===== config.mk =====
export PLATFORM = sky130hd
export DESIGN_NAME = measure_scheduler
export DESIGN_NICKNAME = d
export VERILOG_FILES = /design/src/rtl/lagtester_pkg.sv /design/src/rtl/sync_level.sv /design/src/rtl/measure_scheduler.sv
export SDC_FILE = /design/constraint.sdc
export NUM_CORES = 1
export LEC_CHECK = 0
export CAP_MARGIN = 25
export CORE_MARGIN = 3
export CORE_UTILIZATION = 58
export DETAILED_ROUTE_END_ITERATION = 12
export PLACE_DENSITY_LB_ADDON = 0.25
export SYNTH_ARGS = -nofsm -noshare
export SYNTH_HDL_FRONTEND = slang
export SYNTH_SLANG_ARGS = --single-unit

===== constraint.sdc =====
create_clock -name clock -period 3.4 [get_ports clock]
set_clock_uncertainty 0.2 [all_clocks]
set_input_delay 0.68 -clock clock [delete_from_list [all_inputs] [get_ports clock]]
set_output_delay 0.68 -clock clock [all_outputs]
set_load 0.1 [all_outputs]

===== src/rtl/lagtester_pkg.sv =====
`default_nettype none
// ============================================================================
// Module   : lagtester_pkg
// Brief    : Shared measurement-scheduler state encoding and default constants.
// Revision : 1.0
// ============================================================================
package lagtester_pkg;

    typedef enum logic [2:0] {
        ST_IDLE       = 3'd0,
        ST_SETTLE     = 3'd1,
        ST_WAIT_FRAME = 3'd2,
        ST_MEASURE    = 3'd3,
        ST_HOLDOFF    = 3'd4,
        ST_DONE       = 3'd5
    } meas_state_t;

    localparam int SETTLE_FRAMES_DEF  = 8;
    localparam int TIMEOUT_CYCLES_DEF = 27000000;
    localparam int SAMPLES_DEF        = 16;

    // A round is in progress anywhere between leaving IDLE and reaching DONE.
    function automatic logic is_busy(input meas_state_t s);
        return (s == ST_SETTLE) || (s == ST_WAIT_FRAME) ||
               (s == ST_MEASURE) || (s == ST_HOLDOFF);
    endfunction

endpackage
`default_nettype wire


===== src/rtl/sync_level.sv =====
`default_nettype none
// ============================================================================
// Module   : sync_level
// Brief    : Two-flop synchronizer for a slow asynchronous level signal.
// Revision : 1.0
// ============================================================================
module sync_level (
    input  logic clock,
    input  logic reset_n,
    input  logic i_level,
    output logic o_level
);

    logic r_meta;
    logic r_sync;

    always_ff @(posedge clock or negedge reset_n) begin
        if (!reset_n) begin
            r_meta <= 1'b0;
            r_sync <= 1'b0;
        end else begin
            r_meta <= i_level;
            r_sync <= r_meta;
        end
    end

    assign o_level = r_sync;

endmodule
`default_nettype wire


===== src/rtl/measure_scheduler.sv =====
`default_nettype none
// ============================================================================
// Module   : measure_scheduler
// Brief    : Sequences lag-measurement rounds: lock, settle, per-frame arming,
//            sample collection with timeout, round completion.
// Revision : 1.0
// ============================================================================
module measure_scheduler
    import lagtester_pkg::*;
#(
    parameter int SETTLE_FRAMES  = SETTLE_FRAMES_DEF,
    parameter int TIMEOUT_CYCLES = TIMEOUT_CYCLES_DEF,
    parameter int SAMPLES        = SAMPLES_DEF,
    parameter int TMR_W          = 25,
    parameter int CNT_W          = 5
) (
    input  logic             clock,
    input  logic             reset_n,
    input  logic             pll_locked,
    input  logic             frame_start,
    input  logic             sensor_trigger,
    input  logic             config_changed,
    output logic             reset_counter,
    output logic             sample_valid,
    output logic             sample_timeout,
    output logic [CNT_W-1:0] sample_count,
    output logic [CNT_W-1:0] timeout_count,
    output logic             busy,
    output logic             round_done
);

    localparam int                 c_set_w       = (SETTLE_FRAMES > 1) ? $clog2(SETTLE_FRAMES) : 1;
    localparam logic [c_set_w-1:0] c_settle_last = c_set_w'((SETTLE_FRAMES > 0) ? SETTLE_FRAMES - 1 : 0);
    localparam logic [TMR_W-1:0]   c_tmr_last    = TMR_W'(TIMEOUT_CYCLES - 1);
    localparam logic [CNT_W-1:0]   c_samples     = CNT_W'(SAMPLES);
    localparam logic [CNT_W-1:0]   c_cnt_max     = '1;

    logic w_locked;

    meas_state_t        r_state;
    logic [c_set_w-1:0] r_settle_cnt;
    logic [TMR_W-1:0]   r_timer;
    logic [CNT_W-1:0]   r_sample_cnt;
    logic [CNT_W-1:0]   r_timeout_cnt;
    logic               r_reset_counter;
    logic               r_sample_valid;
    logic               r_sample_timeout;
    logic               r_busy;
    logic               r_round_done;

    meas_state_t        w_state_nxt;
    logic [c_set_w-1:0] w_settle_nxt;
    logic [TMR_W-1:0]   w_timer_nxt;
    logic [CNT_W-1:0]   w_sample_nxt;
    logic [CNT_W-1:0]   w_timeout_nxt;
    logic               w_rc_nxt;
    logic               w_sv_nxt;
    logic               w_st_nxt;

    sync_level u_lock_sync (
        .clock   (clock),
        .reset_n (reset_n),
        .i_level (pll_locked),
        .o_level (w_locked)
    );

    always_comb begin
        w_state_nxt   = r_state;
        w_settle_nxt  = r_settle_cnt;
        w_timer_nxt   = r_timer;
        w_sample_nxt  = r_sample_cnt;
        w_timeout_nxt = r_timeout_cnt;
        w_rc_nxt      = 1'b0;
        w_sv_nxt      = 1'b0;
        w_st_nxt      = 1'b0;

        if (r_state == ST_IDLE) begin
            if (w_locked) begin
                w_state_nxt   = ST_SETTLE;
                w_settle_nxt  = '0;
                w_timer_nxt   = '0;
                w_sample_nxt  = '0;
                w_timeout_nxt = '0;
            end
        end else if (!w_locked || config_changed) begin
            // Lock loss outranks a config change; both abandon the round and
            // leave every pulse at its default of zero.
            w_state_nxt   = w_locked ? ST_SETTLE : ST_IDLE;
            w_settle_nxt  = '0;
            w_timer_nxt   = '0;
            w_sample_nxt  = '0;
            w_timeout_nxt = '0;
        end else begin
            case (r_state)
                ST_SETTLE: begin
                    if (SETTLE_FRAMES == 0) begin
                        w_state_nxt = ST_WAIT_FRAME;
                    end else if (frame_start) begin
                        if (r_settle_cnt == c_settle_last) begin
                            w_state_nxt  = ST_WAIT_FRAME;
                            w_settle_nxt = '0;
                        end else begin
                            w_settle_nxt = r_settle_cnt + 1'b1;
                        end
                    end
                end
                ST_WAIT_FRAME: begin
                    if (frame_start) begin
                        w_state_nxt = ST_MEASURE;
                        w_rc_nxt    = 1'b1;
                        w_timer_nxt = '0;
                    end
                end
                ST_MEASURE: begin
                    w_timer_nxt = r_timer + 1'b1;
                    if (sensor_trigger) begin
                        w_sv_nxt    = 1'b1;
                        w_state_nxt = ST_HOLDOFF;
                        if (r_sample_cnt != c_samples) begin
                            w_sample_nxt = r_sample_cnt + 1'b1;
                        end
                    end else if (r_timer == c_tmr_last) begin
                        w_st_nxt    = 1'b1;
                        w_state_nxt = ST_HOLDOFF;
                        if (r_timeout_cnt != c_cnt_max) begin
                            w_timeout_nxt = r_timeout_cnt + 1'b1;
                        end
                    end
                end
                ST_HOLDOFF: begin
                    if (frame_start) begin
                        w_state_nxt = (r_sample_cnt == c_samples) ? ST_DONE : ST_WAIT_FRAME;
                    end
                end
                ST_DONE: begin
                    w_state_nxt = ST_DONE;
                end
                default: begin
                    w_state_nxt = ST_IDLE;
                end
            endcase
        end
    end

    always_ff @(posedge clock or negedge reset_n) begin
        if (!reset_n) begin
            r_state          <= ST_IDLE;
            r_settle_cnt     <= '0;
            r_timer          <= '0;
            r_sample_cnt     <= '0;
            r_timeout_cnt    <= '0;
            r_reset_counter  <= 1'b0;
            r_sample_valid   <= 1'b0;
            r_sample_timeout <= 1'b0;
            r_busy           <= 1'b0;
            r_round_done     <= 1'b0;
        end else begin
            r_state          <= w_state_nxt;
            r_settle_cnt     <= w_settle_nxt;
            r_timer          <= w_timer_nxt;
            r_sample_cnt     <= w_sample_nxt;
            r_timeout_cnt    <= w_timeout_nxt;
            r_reset_counter  <= w_rc_nxt;
            r_sample_valid   <= w_sv_nxt;
            r_sample_timeout <= w_st_nxt;
            r_busy           <= is_busy(w_state_nxt);
            r_round_done     <= (w_state_nxt == ST_DONE);
        end
    end

    assign reset_counter  = r_reset_counter;
    assign sample_valid   = r_sample_valid;
    assign sample_timeout = r_sample_timeout;
    assign sample_count   = r_sample_cnt;
    assign timeout_count  = r_timeout_cnt;
    assign busy           = r_busy;
    assign round_done     = r_round_done;

endmodule
`default_nettype wire


# Word level (Yosys, flattened, before mapping)
# Cells that the tools add are included.
# classes
n_reduce_logical	18
n_mux	48
add_sub_neg	4
n_eq_ne	18
# op_table
operator	n
two-way mux 25 bit	4
two-way mux 5 bit	12
one-hot mux 25 bit (2 select lines)	1
two-way mux 3 bit	16
adder 25 x 1 -> 25 bit, second input constant	1
== test 25 bit, second input constant	1
nonzero test 3 bit	7
== test 3 bit, second input constant	5
one-hot mux 3 bit (5 select lines)	1
two-way mux 1 bit	14
== test 3 x 2 -> 1 bit, second input constant	4
adder 5 x 1 -> 5 bit, second input constant	2
!= test 5 bit, second input constant	2
== test 3 x 1 -> 1 bit, second input constant	2
AND reduction 3 bit	2
== test 5 bit, second input constant	1
AND reduction 5 bit	1
logical OR 1 bit	4
!= test 4 bit, second input constant	1
AND reduction 4 bit	1
nonzero test 4 bit	1
adder 3 x 1 -> 3 bit, second input constant	1
zero test 3 bit	1
!= test 3 x 1 -> 1 bit, second input constant	1
other kinds (2)	2
# totals
register_bits	48
in_bits	6
word_cells	100

# Logic depth before layout (Yosys ltp)
# Gate-level depths: netlist of the first run.
# logic_depth
depth_word	10
ltp_mapped	8
mapped_depth_nobuf	8

# Modules after synthesis
# Synthesis of the first run repeated with hierarchy kept, for this count alone.
# unflattened
hier_cells	262
area_unflattened_um2	2547.4
# by_module_without_submodules
mod	cells_each	instances	area_each_um2
measure_scheduler	260	1	2497.4
sync_level	2	1	50.0

# Least setup slack after synthesis of the first run
# OpenSTA, ideal clock, no wires.
# synth_path
path_type	register to register
startpoint	register r_sample_cnt[0] (netlist: sample_count[0])
endpoint	register r_busy (netlist: busy)
t_arrival_ns	2.382
path_buffers	0
path_slack_ns	0.739
setup_ns	0.079
required_time_ns	3.121
synth_period_minus_slack_ns	2.661
path_stages_with_launch	9
path_cell_list	dfrtp_1 -> inv_1 -> ha_1 -> nor4bb_1 -> a21boi_0 -> o311ai_0 -> o2bb2ai_1 -> o21bai_1 -> xor2_1
# synth_via
elab_chain_len	10
# synth_lines
element	line_no	source
from (decl)	measure_scheduler.sv:43	logic [CNT_W-1:0] r_sample_cnt;
from (signal assigned)	measure_scheduler.sv:161	r_sample_cnt <= w_sample_nxt;
== test 5 bit *	measure_scheduler.sv:132	w_state_nxt = (r_sample_cnt == c_samples) ? ST_DONE : ST_WAIT_FRAME;
two-way mux 3 bit *	measure_scheduler.sv:132	
two-way mux 3 bit *	measure_scheduler.sv:131	if (frame_start) begin
one-hot mux 3 bit (5 select lines) *	measure_scheduler.sv:94	case (r_state)
two-way mux 3 bit *	measure_scheduler.sv:85	end else if (!w_locked || config_changed) begin
two-way mux 3 bit *	measure_scheduler.sv:77	if (r_state == ST_IDLE) begin
via w_state_nxt[0]	measure_scheduler.sv:51	meas_state_t w_state_nxt;
== test 3 x 1 -> 1 bit or == test 3 x 2 -> 1 bit (tied branches)	lagtester_pkg.sv:24	return (s == ST_SETTLE) || (s == ST_WAIT_FRAME) ||
logical OR 1 bit (2 in a row)	lagtester_pkg.sv:24	
logical OR 1 bit *	lagtester_pkg.sv:25	(s == ST_MEASURE) || (s == ST_HOLDOFF);
to (signal assigned)	measure_scheduler.sv:166	r_busy <= is_busy(w_state_nxt);
to (decl)	measure_scheduler.sv:48	logic r_busy;
# Mark *: on every way through the listed nets, which the timed path passes. The rest lies on a longest branch.
# A chain may end at the register's enable or synchronous reset.

# Worst setup path in the final report of the first run
# layout_path
startpoint	input port config_changed
endpoint	register r_timer[4]
# layout_via
elab_chain_len	3
# layout_lines
element	line_no	source
from (decl)	measure_scheduler.sv:22	input logic config_changed,
logical OR 1 bit *	measure_scheduler.sv:85	
!= test 4 bit (no source line), or another cell as far along	--	
AND reduction 3 bit (no source line) or two-way mux 25 bit (tied branches)	--	
to (signal assigned)	measure_scheduler.sv:160	r_timer <= w_timer_nxt;
to (decl)	measure_scheduler.sv:42	logic [TMR_W-1:0] r_timer;
# Every way passes the cells marked *; elsewhere a longest branch is shown, timed or not.

==> results.cfg, run 1 <==
[status]
status = finished, final reports clean

[critical_path]
critPathKind = in2reg
required_ns = 3.39
crit_fanout = 9
r2r_cells = 6
crit_buf_inv = 3
r2r_slack_ns = 0.85
start_kind = input pin
reg2reg_to = timeout_count[2]$_DFFE_PN0P_
cp_data_arrival_time_ns = 2.66
r2r-start = r_timer[8]$_DFFE_PN0P_
cp-endpoint = r_timer[4]$_DFFE_PN0P_
cp-end-kind = register
cpPeakStageDelay_ns = 0.56
crit_slowest_cell = o21ai_1
crit_chain = clkdlybuf4s50_1, inv_1, a31oi_1, o21ai_1, buf_4, nor2_1, mux2_2, a22o_1
critPathLaunch = config_changed
crit_family = compound AO/OA/AOI/OAI gates
crit_cells = 8

[global_route]
grt_pass1_wl_microns = 9520
grt_start_max_net_pins = 49
grt_remaining_overflow = 0
grt_pass1_vias = 2087
grtUsageTotal_pct = 23.0
antenna_found_initial = 0

[final_layout]
final_cell_mix = dfrtp_1 (48), nor2_1 (34), nand2_1 (23), buf_4 (21), nand3_1 (12)
final_common_cell = dfrtp_1
drive_above_1_share_pct = 14.3
final_cells = 344
antennaDiodeCount = 0
nets = 306
syn2layout_area_growth_pct = 12.5

[synthesis]
synth-edff-count = 0
netlist_area_sq_mm = 0.00258
avgSynthCellArea_sq_um = 9.55
syn_inst = 270
synth-async-reset-ratio_pct = 100
synth_fp_nets = 283
ys_ff_latch = 48
ys_seq_area_share_pct = 46.6
synth_top_flop_cell = dfrtp_1
synth.distinct_cells = 51
ys_warn_count = 0

[die]
die-area_sq_mm = 0.00528
rows = 23
core-area_sq_mm = 0.00414
dieHeight_microns = 72.7
ioPinCount = 21
initial_core_util_pct = 62.2
die_w_microns = 72.7

[routing]
detail-route-antenna-nets = 0
wire_per_inst_microns = 15.8
drc = 0
wirelength_microns = 5420
vias = 2130
drtIter0Drc = 133
drt-vias-per-instance = 6.19
first_pass_iters = 4

[placed_design]
dp_cells = 335
routabilityCongestion = 0.916
io_buffers = 20
dp_hpwl_microns = 3970

[power]
peakVddDrop_uv = 194
power_density_mw_per_mm2 = 339
p_leak_nw = 1.28

[sta]
rsz0062_at_grt = false
fin_setup_tns_ns = 0
period_share_pct = 78.6
fin_crit_ns = 2.67
slew_headroom_pct = 54.4
tightest_slew_ns = 0.681
fmax_mhz = 374
drv_slew = 0
hold_viol = 0
setup_viol = 0

[clocking]
cts_resized = 0
clock_latency_ns = 0.30
postCtsSetupBuffers = 0
cts_tree = done
clkSinkCount = 48
cts_hold_buffers = 0
cts_buffer_depth = 2
cts_root_buffer = clkbuf_8
clkTransAtPathRegs_ns = 0.09
cts_inserted_buffers = 5
h-tree-depth = 2

[min_path]
hold_class = in2async

[job]
maxCapViolations = 0
## stage by stage
step / setup slack [ns] / hold WS (ns) / total power, W / cell area, sq um / util, %
floorplan: 0.739 / 0.131 / 0.000618 / 2580 / -
detailed placement: 0.440 / 0.150 / 0.000647 / 2790 / 67.3
global route: 0.580 / 0.116 / 0.00102 / 2900 / 70.0
finish: 0.727 / 0.0966 / 0.000983 / 2900 / 70.0
global placement: 0.475 / 0.137 / 0.000646 / 2790 / 67.3
CTS: 0.752 / 0.169 / 0.000987 / 2880 / 69.5
## cells in the mapped netlist (all sizes together), types with 7 or more instances
cell type  number  area share, %
a21oi           8            1.7
a22o            8            2.7
and3            9            2.2
clkbuf         10            1.8
dfrtp          48             47
ha              7            3.4
nand2          23            3.3
nand3          12            2.3
nand4           9            2.2
nor2           35            5.2
o21ai          19            3.7
xnor2           9            3.1
xor2            7            2.4
## worst min-delay path by stage
stage / startpoint / end
final: reset_n / round_done$_DFF_PN0_
after global placement: u_lock_sync.r_meta$_DFF_PN0_ / u_lock_sync.o_level$_DFF_PN0_
after global routing: reset_n / r_timer[0]$_DFFE_PN0P_
after floorplan: u_lock_sync.r_meta$_DFF_PN0_ / u_lock_sync.o_level$_DFF_PN0_
after detailed placement: u_lock_sync.r_meta$_DFF_PN0_ / u_lock_sync.o_level$_DFF_PN0_
after CTS: u_lock_sync.r_meta$_DFF_PN0_ / u_lock_sync.o_level$_DFF_PN0_
## logic make-up after synthesis
kind of cell    count (synthesis)  synth area share (%)
simple gates                  127                  27.3
compound gates                 53                  13.4
flops                          48                  46.6
buf+inv                        17                  3.01
xor+xnor                       16                  5.43
fa+ha+maj                       7                  3.40
mux                             2                 0.825
## flip-flops by register name (all words and copies together) (netlist names), 3 cells and up
name and flops:
r_state 3, r_settle_cnt 3, timeout_count 5, sample_count 5, r_timer 25
## routing by layer
layer | share of wire, % | GRT usage, % | up-vias
met5 | 0 | 0 | -
met4 | 1.5 | 7.79 | 0
met3 | 5.7 | 4.27 | 6
met2 | 46 | 37.3 | 68
met1 | 47 | 31.1 | 1037
li1 | - | - | 1019
## power by group
group	switching (W)	internal, W
Sequential	0.00000429	0.000573
Combinational	0.0000422	0.0000189
Clock	0.000182	0.000162
Total	0.000229	0.000754
## final cells by class
class	instances	area [sq um]
Clock inverter	2	10.0
Sequential cell	48	1200
Fill cell	336	1240
Timing Repair Buffer	27	223
Inverter	6	22.5
Multi-Input combinational cell	205	1300
Clock buffer	6	82.6
Tap cell	50	62.6
## worst register-to-register path, stage by stage (launching register included)
cell and delay, ns:
dfrtp_1 0.44, or4b_1 0.53, or4_4 0.53, nor4_4 0.36, and2_4 0.23, nand4b_1 0.11, nand2_1 0.09
Note: power is estimated with default switching activity, not from simulation.
==> run 2, diff against run 1 <==
clock period = 2.6 ns   (was 3.4 ns; I/O delays follow)
==> run 2 against run 1 <==
Against the previous run: critical path type is now reg2reg; sequential power is 31% higher; critical endpoint is now timeout_count[3]$_DFFE_PN0P_; die area stayed put; combinational power is 42% higher; register-to-register slack worse by 0.74 ns; largest power group unchanged.
==> results.cfg, run 2 (synthesized netlist as in run 1, its figures left out) <==
[status]
status = finished, final reports clean

[sta]
drv_slew = 0
fmax_mhz = 402
tightest_slew_ns = 0.642
worst_slack_ns = 0.111
fin_setup_tns_ns = 0
fin_crit_ns = 2.49
rsz0062_at_grt = false
period_share_pct = 95.7
hold_viol = 0
slew_headroom_pct = 57.2
setup_viol = 0

[power]
peakVddDrop_uv = 339
power_density_mw_per_mm2 = 524
p_leak_nw = 1.33

[die]
dieHeight_microns = 72.7
rows = 23
die_w_microns = 72.7
initial_core_util_pct = 62.2
core-area_sq_mm = 0.00414
ioPinCount = 21
die-area_sq_mm = 0.00528

[routing]
drc = 0
drt-vias-per-instance = 6.26
drtIter0Drc = 198
vias = 2185
wire_per_inst_microns = 16.8
wirelength_microns = 5850
first_pass_iters = 7
detail-route-antenna-nets = 0

[critical_path]
r2r_cells = 6
cp_data_arrival_time_ns = 2.48
required_ns = 2.59
r2r_slack_ns = 0.11
reg2reg_to = timeout_count[3]$_DFFE_PN0P_
critPathKind = reg2reg
r2r-start = r_timer[9]$_DFFE_PN0P_
cp-end-kind = register
start_kind = register
crit_fanout = 4

[final_layout]
utilization_pct = 72.9
final_common_cell = dfrtp_1
drive_above_1_share_pct = 16.1
fin_area_sq_mm = 0.00302
largest_reg_flops = 25
final_cells = 349
largest-register = r_timer
final_cell_mix = dfrtp_1 (47), nor2_1 (34), buf_4 (25), nand2_1 (23), nand3_1 (12)
nets = 311
antennaDiodeCount = 0
syn2layout_area_growth_pct = 17.1

[placed_design]
routabilityCongestion = 0.856
dp_cells = 341
dp_hpwl_microns = 3960
dpl_cell_area_sq_mm = 0.00286
pre_cts_slack_ns = 0.0641
io_buffers = 20

[clocking]
cts_hold_buffers = 0
cts_root_buffer = clkbuf_8
cts_buffer_depth = 2
h-tree-depth = 2
clock_latency_ns = 0.30
cts_inserted_buffers = 5
cts_resized = 0
cts_tree = done
clkSinkCount = 48
postCtsSetupBuffers = 0
clkTransAtPathRegs_ns = 0.09

[global_route]
grt_start_max_net_pins = 27
antenna_found_initial = 0
grtUsageTotal_pct = 23.8
grt_remaining_overflow = 0
grt_pass1_vias = 2054
grt_pass1_wl_microns = 9810

[job]
maxCapViolations = 0

[min_path]
hold_class = in2async
## run 2: cell types whose count changed in the layout (fill, tap and decap cells not counted), sizes merged
cell,before,now
clkinv,2,0
bufinv,0,3
clkbuf,6,5
buf,23,28
## run 2: worst max path at each step
stage	slack, ns	from	depth (start not counted)	to
2_1_floorplan	0.01	sample_count[1]$_DFFE_PN0P_	8	busy$_DFF_PN0_
3_3_place_gp	0.13	config_changed	8	r_timer[24]$_DFFE_PN0P_
3_5_place_dp	0.06	config_changed	8	r_timer[24]$_DFFE_PN0P_
4_1_cts	0.002	r_timer[9]$_DFFE_PN0P_	6	timeout_count[3]$_DFFE_PN0P_
5_1_grt	0.04	r_timer[9]$_DFFE_PN0P_	6	busy$_DFF_PN0_
6_report	0.11	r_timer[9]$_DFFE_PN0P_	6	timeout_count[3]$_DFFE_PN0P_
## run 2: metrics by stage
step / hold WS [ns] / total power [W]
floorplan: 0.0244 / 0.000808
global placement: 0.134 / 0.000853
detailed placement: 0.142 / 0.000855
CTS: 0.0475 / 0.00159
global route: 0.0692 / 0.00163
finish: 0.0274 / 0.00158
## run 2: area by class of cell
| cell class | instances | area, sq um |
|---|---|---|
| Sequential cell | 48 | 1200 |
| Multi-Input combinational cell | 205 | 1300 |
| Timing Repair Buffer | 32 | 273 |
| Fill cell | 311 | 1120 |
| Clock buffer | 5 | 68.8 |
| Inverter | 6 | 22.5 |
| Clock inverter | 3 | 90.1 |
| Tap cell | 50 | 62.6 |
## run 2: metal layers
layer | share of wire [%] | GRT usage (%) | wire length [microns] | vias to the layer above
met5 | 0 | 0 | 0 | -
met4 | 2.0 | 8.20 | 115 | 0
met3 | 7.3 | 5.65 | 425 | 11
met2 | 45 | 35.8 | 2660 | 95
met1 | 45 | 33.9 | 2650 | 1047
li1 | - | - | - | 1032
## run 2: critical path, stage by stage (launching register included)
cell and delay, ns:
dfrtp_1 0.42, or4b_1 0.52, or4_4 0.54, nor4_4 0.27
nand3_1 0.15, xor2_1 0.22, nor2_2 0.04
## run 2: where the power goes
group          leakage [nW]  total [W]  switching, W  internal (W)
Sequential            0.660   0.000755    0.00000572      0.000749
Clock                0.0784   0.000740      0.000260      0.000481
Combinational         0.597  0.0000866     0.0000581     0.0000285
